[src/rtl/master_mem_ctrl.sv]
// Wavefront read-address sequencer: bank k trails bank k-1 by one cycle.
// Step 0 appears the cycle after the start edge; done pulses one cycle after the last step.
module master_mem_ctrl #(
    parameter int NUM_BANKS = 16,
    parameter int ADDR_W    = 8,
    parameter int DIM_W     = 4
) (
    input  logic                        clk,
    input  logic                        reset,
    input  logic                        active,
    input  logic [ADDR_W-1:0]           base_addr,
    input  logic [DIM_W-1:0]            num_row,
    input  logic [DIM_W-1:0]            num_col,
    output logic [NUM_BANKS*ADDR_W-1:0] out_addr,
    output logic [NUM_BANKS-1:0]        out_en,
    output logic                        done
);

    localparam int STEP_W = DIM_W + 1;

    typedef enum logic {IDLE, RUN} state_t;

    state_t                      r_state, w_state_nxt;
    logic [STEP_W-1:0]           r_step, w_step_nxt;
    logic [ADDR_W-1:0]           r_base, w_base_nxt;
    logic [DIM_W-1:0]            r_row, w_row_nxt;
    logic [DIM_W-1:0]            r_col, w_col_nxt;
    logic [NUM_BANKS-1:0]        r_en, w_en_nxt;
    logic [NUM_BANKS*ADDR_W-1:0] r_addr, w_addr_nxt;
    logic                        r_done, w_done_nxt;

    logic                        w_gen;
    logic [STEP_W-1:0]           w_t;
    logic [STEP_W-1:0]           w_diff;
    logic [STEP_W-1:0]           w_last;
    logic [ADDR_W-1:0]           w_b;
    logic [DIM_W-1:0]            w_r;
    logic [DIM_W-1:0]            w_c;

    assign w_last = {1'b0, r_row} + {1'b0, r_col};

    always_ff @(posedge clk) begin
        if (reset) begin
            r_state <= IDLE;
            r_step  <= '0;
            r_base  <= '0;
            r_row   <= '0;
            r_col   <= '0;
            r_en    <= '0;
            r_addr  <= '0;
            r_done  <= 1'b0;
        end else begin
            r_state <= w_state_nxt;
            r_step  <= w_step_nxt;
            r_base  <= w_base_nxt;
            r_row   <= w_row_nxt;
            r_col   <= w_col_nxt;
            r_en    <= w_en_nxt;
            r_addr  <= w_addr_nxt;
            r_done  <= w_done_nxt;
        end
    end

    always_comb begin
        w_state_nxt = r_state;
        w_step_nxt  = r_step;
        w_base_nxt  = r_base;
        w_row_nxt   = r_row;
        w_col_nxt   = r_col;
        w_done_nxt  = 1'b0;
        w_en_nxt    = '0;
        w_addr_nxt  = '0;
        w_gen       = 1'b0;
        w_t         = r_step + 1'b1;
        w_b         = r_base;
        w_r         = r_row;
        w_c         = r_col;
        w_diff      = '0;

        case (r_state)
            IDLE: begin
                // Step 0 is built straight from the inputs so it is visible one cycle after start.
                if (active) begin
                    w_state_nxt = RUN;
                    w_step_nxt  = '0;
                    w_base_nxt  = base_addr;
                    w_row_nxt   = num_row;
                    w_col_nxt   = num_col;
                    w_gen       = 1'b1;
                    w_t         = '0;
                    w_b         = base_addr;
                    w_r         = num_row;
                    w_c         = num_col;
                end
            end
            RUN: begin
                if (r_step == w_last) begin
                    w_state_nxt = IDLE;
                    w_done_nxt  = 1'b1;
                end else begin
                    w_step_nxt = r_step + 1'b1;
                    w_gen      = 1'b1;
                end
            end
            default: w_state_nxt = IDLE;
        endcase

        if (w_gen) begin
            for (int k = 0; k < NUM_BANKS; k++) begin
                w_diff = w_t - STEP_W'(k);
                if ((STEP_W'(k) <= w_t) && (DIM_W'(k) <= w_c) && (w_diff <= {1'b0, w_r})) begin
                    w_en_nxt[k]                     = 1'b1;
                    w_addr_nxt[k*ADDR_W +: ADDR_W] = w_b + ADDR_W'(w_diff);
                end
            end
        end
    end

    assign out_addr = r_addr;
    assign out_en   = r_en;
    assign done     = r_done;

endmodule

[config.mk]
export PLATFORM = sky130hd
export DESIGN_NAME = master_mem_ctrl
export DESIGN_NICKNAME = d
export VERILOG_FILES = /design/src/rtl/master_mem_ctrl.sv
export SDC_FILE = /design/constraint.sdc
export NUM_CORES = 1
export LEC_CHECK = 0
export ABC_AREA = 1
export CELL_PAD_IN_SITES_DETAIL_PLACEMENT = 1
export CELL_PAD_IN_SITES_GLOBAL_PLACEMENT = 2
export CORE_MARGIN = 2
export CORE_UTILIZATION = 25
export CTS_CLUSTER_SIZE = 25
export DETAILED_ROUTE_END_ITERATION = 6
export PLACE_DENSITY_LB_ADDON = 0.12
export SETUP_SLACK_MARGIN = 0.5
export SLEW_MARGIN = 40
export SYNTH_ARGS = -nofsm -noshare
export SYNTH_HDL_FRONTEND = slang
export SYNTH_SLANG_ARGS = --single-unit
[constraint.sdc]
create_clock -name clk -period 3 [get_ports clk]
set_input_delay 0.3 -clock clk [delete_from_list [all_inputs] [get_ports clk]]
set_output_delay 0.3 -clock clk [all_outputs]
set_load 0.02 [all_outputs]
Yosys cells after proc, flatten, opt, wreduce, memory -nomap -nowiden --
Cells that the tools add are included. Widths: inputs -> output; s select.
Storage, ports and cells: register bits after elaboration 167, input port bits 19, output and inout bits 145, word-level logic and storage cells 207
Cells by class: add/subtract/negate cells 33, magnitude comparators 48, equality and inequality tests 3, muxes and demuxes 31, bitwise operators 18, reductions and logical operators 51
Operator list (number):
- $add 8x5->8 | 16
- $le 5x4->1 | 16
- $reduce_or 3->1 | 16
- $le 4x5->1 const A | 8
- $sub 5x4->5 const B | 8
- $le 4x4->1 const A | 8
- $logic_and 1x1->1 | 32
- $le 3x5->1 const A | 4
- $mux 5 | 4
- $sub 5x3->5 const B | 4
- $mux 1 | 19
- $not 1->1 | 18
- $le 3x4->1 const A | 4
- $mux 4 | 4
- $mux 8 | 2
- $le 1x5->1 const A | 2
- $le 2x5->1 const A | 2
- $pmux 5 s2 | 1
- $sub 5x2->5 const B | 2
- $le 1x4->1 const A | 2
- $le 2x4->1 const A | 2
- $add 4x4->5 | 1
- $add 5x1->5 const B | 1
- $eq 5x5->1 | 1
- 5 further kinds | 7

Logic depth before layout (Yosys ltp) --
Gate-level depths: netlist of the first run.
word-level depth 8, gate-level depth with buffers 24, gate-level depth less buffers 22

Worst setup path after synthesis of the first run --
Ideal clock, no wire load.
path type reg2reg, start register r_state, end register r_addr[126], in the netlist out_addr[126], setup time 67 ps, arrival 3124 ps, required time 2933 ps, slack -191 ps, cell stages (with the launch flop) 19, buffers on the path 5, period minus slack after synthesis 3191 ps, path through dfxtp_1 buf_6 inv_4 nand2_4 buf_12 buf_6 clkbuf_1 o21ai_0 inv_1 ha_1 buf_1 inv_1 fa_1 o21ai_0 nand2_1 a21oi_1 xor2_1 inv_1 nor2_1
On the way: elaborated cells on any way between the ends 16, those cells by class 2 x add/sub; 3 x order compare; 5 x mux; 3 x bitwise; 3 x reduce/logical
RTL lines:
- start: declaration | RTL line 23 | state_t r_state, w_state_nxt;
- start signal: assignment | RTL line 53 | r_state <= w_state_nxt;
- $mux 8 | RTL line 80 | case (r_state)
- net w_b[0] | RTL line 36 | logic [ADDR_W-1:0] w_b;
- $add 8x5->8 | RTL line 113 | w_addr_nxt[k*ADDR_W +: ADDR_W] = w_b + ADDR_W'(w_diff);
- end signal: assignment | RTL line 59 | r_addr <= w_addr_nxt;
- end: declaration | RTL line 29 | logic [NUM_BANKS*ADDR_W-1:0] r_addr, w_addr_nxt;
The timed path passes the listed nets, and every way through them passes these cells. A chain may end at the register's enable or synchronous reset.

Worst setup path in the final report of the first run --
start register r_step[0], end register r_addr[85], in the netlist out_addr[85]
On the way: longest elaborated chain between the ends 8, elaborated cells on any way between the ends 15, those cells by class 3 x add/sub; 2 x order compare; 1 x eq/ne; 4 x mux; 2 x bitwise; 3 x reduce/logical
Ends and longest elaborated chain:
- start: declaration | RTL line 24 | logic [STEP_W-1:0] r_step, w_step_nxt;
- start signal: assignment | RTL line 54 | r_step <= w_step_nxt;
- $add 5x1->5 | RTL line 74 | w_t = r_step + 1'b1;
- $mux 5 | RTL line 83 | if (active) begin
- $mux 5 | RTL line 80
- $sub 5x4->5 / $le 4x5->1 (equally long branches) | RTL line 110, 111
- $le 5x4->1 / $logic_and 1x1->1 (equally long branches) | RTL line 111 | if ((STEP_W'(k) <= w_t) && (DIM_W'(k) <= w_c) && (w_diff <= {1'b0, w_r})) begin
- $logic_and 1x1->1 | RTL line 111
- $not 1->1 (no source line)
- $reduce_or 3->1 (no source line)
Several ways; a longest one is shown, not always the timed one.

==> qor.yml, run 1 <==
logic_synthesis:
  yosysSeqAreaShare_pct: 32.6
  synth_cell_types: 44
  synthArstFlopShare_pct: 0
  synth_compound_area_share_pct: 6.50
  synth_edf_count: 0
  ys.flop_type: "dfxtp_1"
  yosysTopAreaCellShare_pct: 32.6
  syn_area_um2: 10200
  netlist_top_cells_area: "dfxtp_1 33%, ha_1 13%, nand2_1 12%"
  synth_top_family_by_area: "simple AND/OR/NAND/NOR gates"
  muxShareOfSynthArea_pct: 0.195
  yosysTopAreaCell: "dfxtp_1"
  yosys.area_share.simple_pct: 30.4
  synth_fp_nets: 1510
  synthXorXnorAreaFrac_pct: 6.58
  synth_area_per_cell_um2: 7.41
  yosys_warnings: 0
  syn_inst: 1382
  ys_ff_latch: 167
  synth-adder-area-share_pct: 13.7
cells_and_area:
  instances_no_fill: 2386
  drive_gt1_share_pct: 41.1
  layout_commonest_cell: "nand2_1"
  area.growth.synth_to_final_pct: 75.1
  fin_nets: 1971
  antenna_cells: 0
  layout_common_cells: "252 x nand2_1, 241 x buf_4, 162 x dfxtp_1, 162 x clkdlybuf4s50_1, 156 x inv_1"
  final_util_pct: 44.2
  stdcell_area_um2: 17900
routing:
  wire_per_inst_um: 18.4
  antenna_left: 0
  first_pass_iters: 4
  drc: 0
  drtIter0Drc: 403
  drt-total-wl_um: 43800
  dr_total_vias: 10566
  via_per_inst: 4.43
timing:
  period_needed_ps: 2850
  period_share_pct: 95.1
  worst_slack_ps: 148
  tns_ps: 0
  maxSlewHeadroom_pct: 54.7
  setup_violations: 0
  finalClockSkew_ps: 15.4
  hold_viol_final: 0
  maxSlewViolCount: 0
  worstMarginPinSlew_ps: 679
  hold_slack_ps: 525
  rsz0062_at_grt: "true"
  fmax_mhz: 351
clock_network:
  clk_latency_ps: 470
  root_buffer: "clkbuf_16"
  clockBufferDepth: 2
  tritoncts: "built"
  cts_max_level: 4
  clk_pin_slew_worst_paths_ps: 70
  numCtsBuffers: 17
  clock_sinks: 167
hold_path:
  hold_path.class: "in2reg"
global_routing:
  antenna_found_initial: 0
  grt_overflow_total: 0
  grt_max_degree: 26
  grt_pass1_wl_um: 65200
  grt_pass1_vias: 10937
  track_usage_pct: 20.8
critical_path:
  critPathBufInv: 8
  cpMostUsedCell: "ha_4"
  crit_family: "buffers and inverters"
  critical-path-max-stage-delay_ps: 360
  slowest_stage: "dfxtp_2"
  crit_chain: "ha_4 -> inv_2 -> nand2_4 -> nand3_4 -> inv_8 -> buf_6 -> ha_4 -> clkinv_4 -> buf_6 -> buf_4 -> nand3_1 -> nand2_2 -> ha_4 -> nand2_1 -> o211ai_1 -> buf_4 -> xor2_2 -> inv_1 -> nor2_1"
  critical_path_arrival_ps: 3250
  critical_path.max_fanout: 6
  cp_data_required_time_ps: 3400
  end_kind: "flop"
  worstSetupPathType: "reg2reg"
  crit_path_start_kind: "flop"
die:
  rows: 74
  start_util_pct: 25.2
  core_area_um2: 40600
  die_h_um: 206
  ioPinCount: 164
  die_area_um2: 42600
  die_w_um: 206
placement:
  dp_hpwl_um: 31900
  placed_area_um2: 14500
  port_buffers: 163
  gp_congestion: 0.868
  dp.cells: 2274
  dpl_worst_slack_ps: -419
power_and_ir_drop:
  powerDensity_nw_per_um2: 517
  vdd_drop_max_v: 0.000409
  p_leak_nw: 7.98
  total_power_mw: 9.28
flow_run:
  max_cap_violations: 0
run_status:
  outcome: "completed"
synthesized netlist by cell type, types with 4 or more instances:
cell type / instances
buf_4: 6
dfxtp_1: 167
nand2_2: 9
a21oi_1: 54
o21bai_1: 11
nand3_4: 5
nand2_1: 320
nand2_4: 4
o211ai_1: 10
clkbuf_1: 8
inv_1: 204
xnor2_1: 29
o21ai_0: 20
nand3_1: 83
nand3_2: 13
inv_2: 7
buf_6: 5
o21ai_2: 4
nor2_1: 115
fa_1: 5
buf_2: 15
nor3_2: 8
xor2_1: 48
or2_2: 7
ha_1: 104
nor2_2: 24
o21ai_1: 4
nor3_1: 42
nand4_1: 27
what timing repair did:
item | in CTS | in global routing
pin swaps | 133 | 95
cloned | 9 | 1
setup buffers | 38 | 34
hold buffers | 0 | 0
resized for setup | 268 | 177
setup endpoints to repair | 144 | 145
registers in the layout, summed over array words and instances (netlist names):
register / flops
r_step: 5
r_state: 1
out_en: 16
r_col: 4
r_row: 4
out_addr: 128
r_base: 8
done: 1
where the power goes:
part	switching [mW]	internal [mW]	total, mW
clock network	0.944	1.43	2.37
logic	2.54	2.08	4.61
registers	0.0234	2.27	2.29
cells by family (layout without fill, tap and decap cells):
logic type / after synthesis / count (layout)
AND/OR/NAND/NOR: 665 / 673
buffers and inverters: 249 / 713
flip-flops: 167 / 167
AO/OA/AOI/OAI: 113 / 113
adder cells (fa/ha/maj): 109 / 109
XOR/XNOR: 77 / 77
multiplexers: 2 / 2
routing by layer:
| metal | up-vias | wire length [um] | global-route usage [%] |
|---|---|---|---|
| li1 | 5308 | - | - |
| met1 | 5104 | 20500 | 27.0 |
| met2 | 121 | 21500 | 35.8 |
| met3 | 33 | 1020 | 3.12 |
| met4 | 0 | 831 | 5.31 |
| met5 | - | 0 | 0 |
tightest hold or removal path, cell delays in order:
cell and delay (ps):
clkdlybuf4s50_1 440, inv_1 70, nand2_1 50, nand2_1 70
nor2_1 40
area by class of cell:
cell class,count,area [um^2]
Clock buffer,19,453
Clock inverter,11,173
Fill cell,4729,22700
Inverter,212,871
Multi-Input combinational cell,974,8000
Sequential cell,167,3350
Tap cell,532,666
Timing Repair Buffer,471,4430
final timing paths:
path,slack (ps),endpoint,cells after the start,from
min reg2reg,570,r_step[4]$_SDFFE_PP0P_,2,r_step[4]$_SDFFE_PP0P_
max reg2reg,150,out_addr[85]$_SDFF_PP0_,19,r_step[0]$_SDFFE_PP0P_
max,150,out_addr[85]$_SDFF_PP0_,19,r_step[0]$_SDFFE_PP0P_
min,530,r_col[0]$_SDFF_PP0_,5,num_col[0]
No activity file was read; power rests on OpenSTA's default activity.
==> inputs of run 2 (changes only) <==
--- a/config.mk
+++ b/config.mk
@@ -8,10 +8,12 @@
 export ABC_AREA = 1
 export CELL_PAD_IN_SITES_DETAIL_PLACEMENT = 1
 export CELL_PAD_IN_SITES_GLOBAL_PLACEMENT = 2
+export CORE_ASPECT_RATIO = 0.7
 export CORE_MARGIN = 2
-export CORE_UTILIZATION = 25
+export CORE_UTILIZATION = 33
 export CTS_CLUSTER_SIZE = 25
 export DETAILED_ROUTE_END_ITERATION = 6
+export DONT_BUFFER_PORTS = 1
 export PLACE_DENSITY_LB_ADDON = 0.12
 export SETUP_SLACK_MARGIN = 0.5
 export SLEW_MARGIN = 40
==> run 2 against run 1 <==
Effect of this change:
- final area decreased by 17%
- clock power is 2% lower
- via count down 7.0%
- register-to-register slack gained 90 ps
- sequential share of layout area grew 4.0 points
- cell count fell by 16%
- global-route usage up 4.0 points
- total power decreased by 6.6%
- worst setup slack improved by 92 ps
- sequential power rose by 2%
- critical path type unchanged
==> qor.yml, run 2 (synthesis results as in run 1) <==
run_status:
  outcome: "completed"
die:
  rows: 53
  start_util_pct: 33.8
  core_area_um2: 30300
  die_area_um2: 32500
  die_h_um: 151
  die_w_um: 215
  ioPinCount: 164
critical_path:
  r2r_end: "out_addr[109]$_SDFF_PP0_"
  end_kind: "flop"
  cp_data_required_time_ps: 3390
  crit_end: "out_addr[109]$_SDFF_PP0_"
  crit_path_start_kind: "flop"
  timing.reg2reg.setup_slack_ps: 240
  r2r_cells: 19
  worstSetupPathType: "reg2reg"
  critical_path_arrival_ps: 3150
  critical_path.max_fanout: 6
  critPathLaunch: "r_step[0]$_SDFFE_PP0P_"
  rr_startpoint: "r_step[0]$_SDFFE_PP0P_"
cells_and_area:
  antenna_cells: 0
  fin_nets: 1698
  final_util_pct: 48.9
  layout_common_cells: "256 x nand2_1, 164 x buf_4, 162 x inv_1, 162 x dfxtp_1, 92 x nor2_1"
  area.growth.synth_to_final_pct: 44.5
  largest_register_ffs: 128
  drive_gt1_share_pct: 38.4
  nFillCells: 3603
  layout_commonest_cell: "nand2_1"
timing:
  maxSlewHeadroom_pct: 43.3
  maxSlewViolCount: 0
  fmax_mhz: 362
  period_needed_ps: 2760
  setup_violations: 0
  worst_slack_ps: 240
  period_share_pct: 92.0
  rsz0062_at_grt: "true"
  worstMarginPinSlew_ps: 850
  finalClockSkew_ps: 16.7
  hold_viol_final: 0
  tns_ps: 0
routing:
  dr_total_vias: 9824
  drtIter0Drc: 444
  antenna_left: 0
  via_per_inst: 4.93
  wire_per_inst_um: 20.7
  first_pass_iters: 5
  drc: 0
  drt-total-wl_um: 41300
clock_network:
  numCtsBuffers: 17
  clk_latency_ps: 460
  clock_sinks: 167
  clk_pin_slew_worst_paths_ps: 70
  clockBufferDepth: 2
  cts_max_level: 4
  tritoncts: "built"
  root_buffer: "clkbuf_16"
power_and_ir_drop:
  p_int_mw: 5.23
  vdd_drop_max_v: 0.000300
  switchingPower_mw: 3.44
  p_comb_share_pct: 46.2
  p_sw_share_pct: 39.7
  powerDensity_nw_per_um2: 585
  p_leak_nw: 6.66
  pwr-share-clk_pct: 26.9
  share_seq_of_total_power_pct: 26.9
global_routing:
  grt_overflow_total: 0
  grt_pass1_wl_um: 60100
  antenna_found_initial: 0
  grt_pass1_vias: 9794
  track_usage_pct: 24.8
  grt_max_degree: 56
flow_run:
  max_cap_violations: 0
placement:
  dp_hpwl_um: 29000
  dpl_worst_slack_ps: 37.0
  port_buffers: 0
  gp_congestion: 0.920
hold_path:
  hold_path.class: "in2reg"
run 2: cell types whose count changed in the layout (fill, tap and decap cells not counted), sizes merged, moves of 2 or more:
cell           before  now
clkinv              7    4
dlygate4sd3         0    2
inv               209  217
clkdlybuf4s50     162    0
clkbuf             21   17
bufinv              5    3
buf               306  195
run 2: power groups by stage:
stage                     clock network (mW)  registers (mW)  logic [mW]
after floorplan                            0            2.37        2.02
after global placement                     0            2.38        3.00
after detailed placement                   0            2.38        3.04
after CTS                               2.40            2.33        3.57
after global routing                    2.48            2.33        4.36
final                                   2.33            2.33        4.00
run 2: timing repair:
item                                    in CTS  in global routing
hold buffers                                 3                  0
endpoints found under the setup margin     144                145
resized for setup                          194                147
buffers inserted                            56                 38
cloned                                       7                  2
hold endpoints to repair                    21                  0
pin swaps                                   75                 96
run 2: routing by layer:
layer | global-route usage [%] | vias to the layer above | wire, um
met5 | 0 | - | 0
met4 | 7.26 | 0 | 981
met3 | 4.78 | 59 | 1660
met2 | 38.1 | 199 | 18000
met1 | 35.0 | 4787 | 20600
li1 | - | 4779 | -
run 2: per-stage QoR:
| stage | instance area [um^2] | total power, mW | instances | hold slack, ps |
|---|---|---|---|---|
| after floorplan | 10600 | 4.39 | 1382 | 369 |
| after global placement | 11700 | 5.38 | 1857 | 373 |
| after detailed placement | 11700 | 5.42 | 1857 | 369 |
| after CTS | 13800 | 8.30 | 1954 | 12.0 |
| after global routing | 14800 | 9.18 | 1994 | 22.9 |
| final | 14800 | 8.66 | 1994 | 19.9 |
run 2: worst min path at each step:
| stage | start | end | slack (ps) | depth (start not counted) |
|---|---|---|---|---|
| after global placement | reset | r_step[4]$_SDFFE_PP0P_ | 370 | 1 |
| after global routing | base_addr[2] | r_base[2]$_SDFF_PP0_ | 20 | 2 |
| final | base_addr[2] | r_base[2]$_SDFF_PP0_ | 20 | 2 |
| after CTS | num_row[2] | r_row[2]$_SDFF_PP0_ | 10 | 2 |
| after detailed placement | reset | r_step[1]$_SDFFE_PP0P_ | 370 | 1 |
| after floorplan | reset | r_step[4]$_SDFFE_PP0P_ | 370 | 1 |
run 2: final cells by class:
class	instances	area, um^2	area share (%)
clock buffers	17	425	2.87
clock inverters	14	191	1.29
inverters	212	850	5.74
multi-input cells	975	7750	52.3
flip-flops and latches	167	3360	22.7
well taps	412	515	3.48
repair buffers	197	1720	11.6
run 2: worst max-delay path: stages, from the launching register on:
cell	delay, ps
dfxtp_4	380
ha_4	170
inv_2	50
nand2_4	80
nand3_4	150
inv_8	130
ha_4	170
buf_4	120
inv_2	60
o21ai_1	180
nand2_1	130
ha_1	360
nand2_2	80
inv_2	40
nand4_1	60
o211ai_1	120
buf_4	150
xor2_1	140
inv_1	70
nor2_2	70
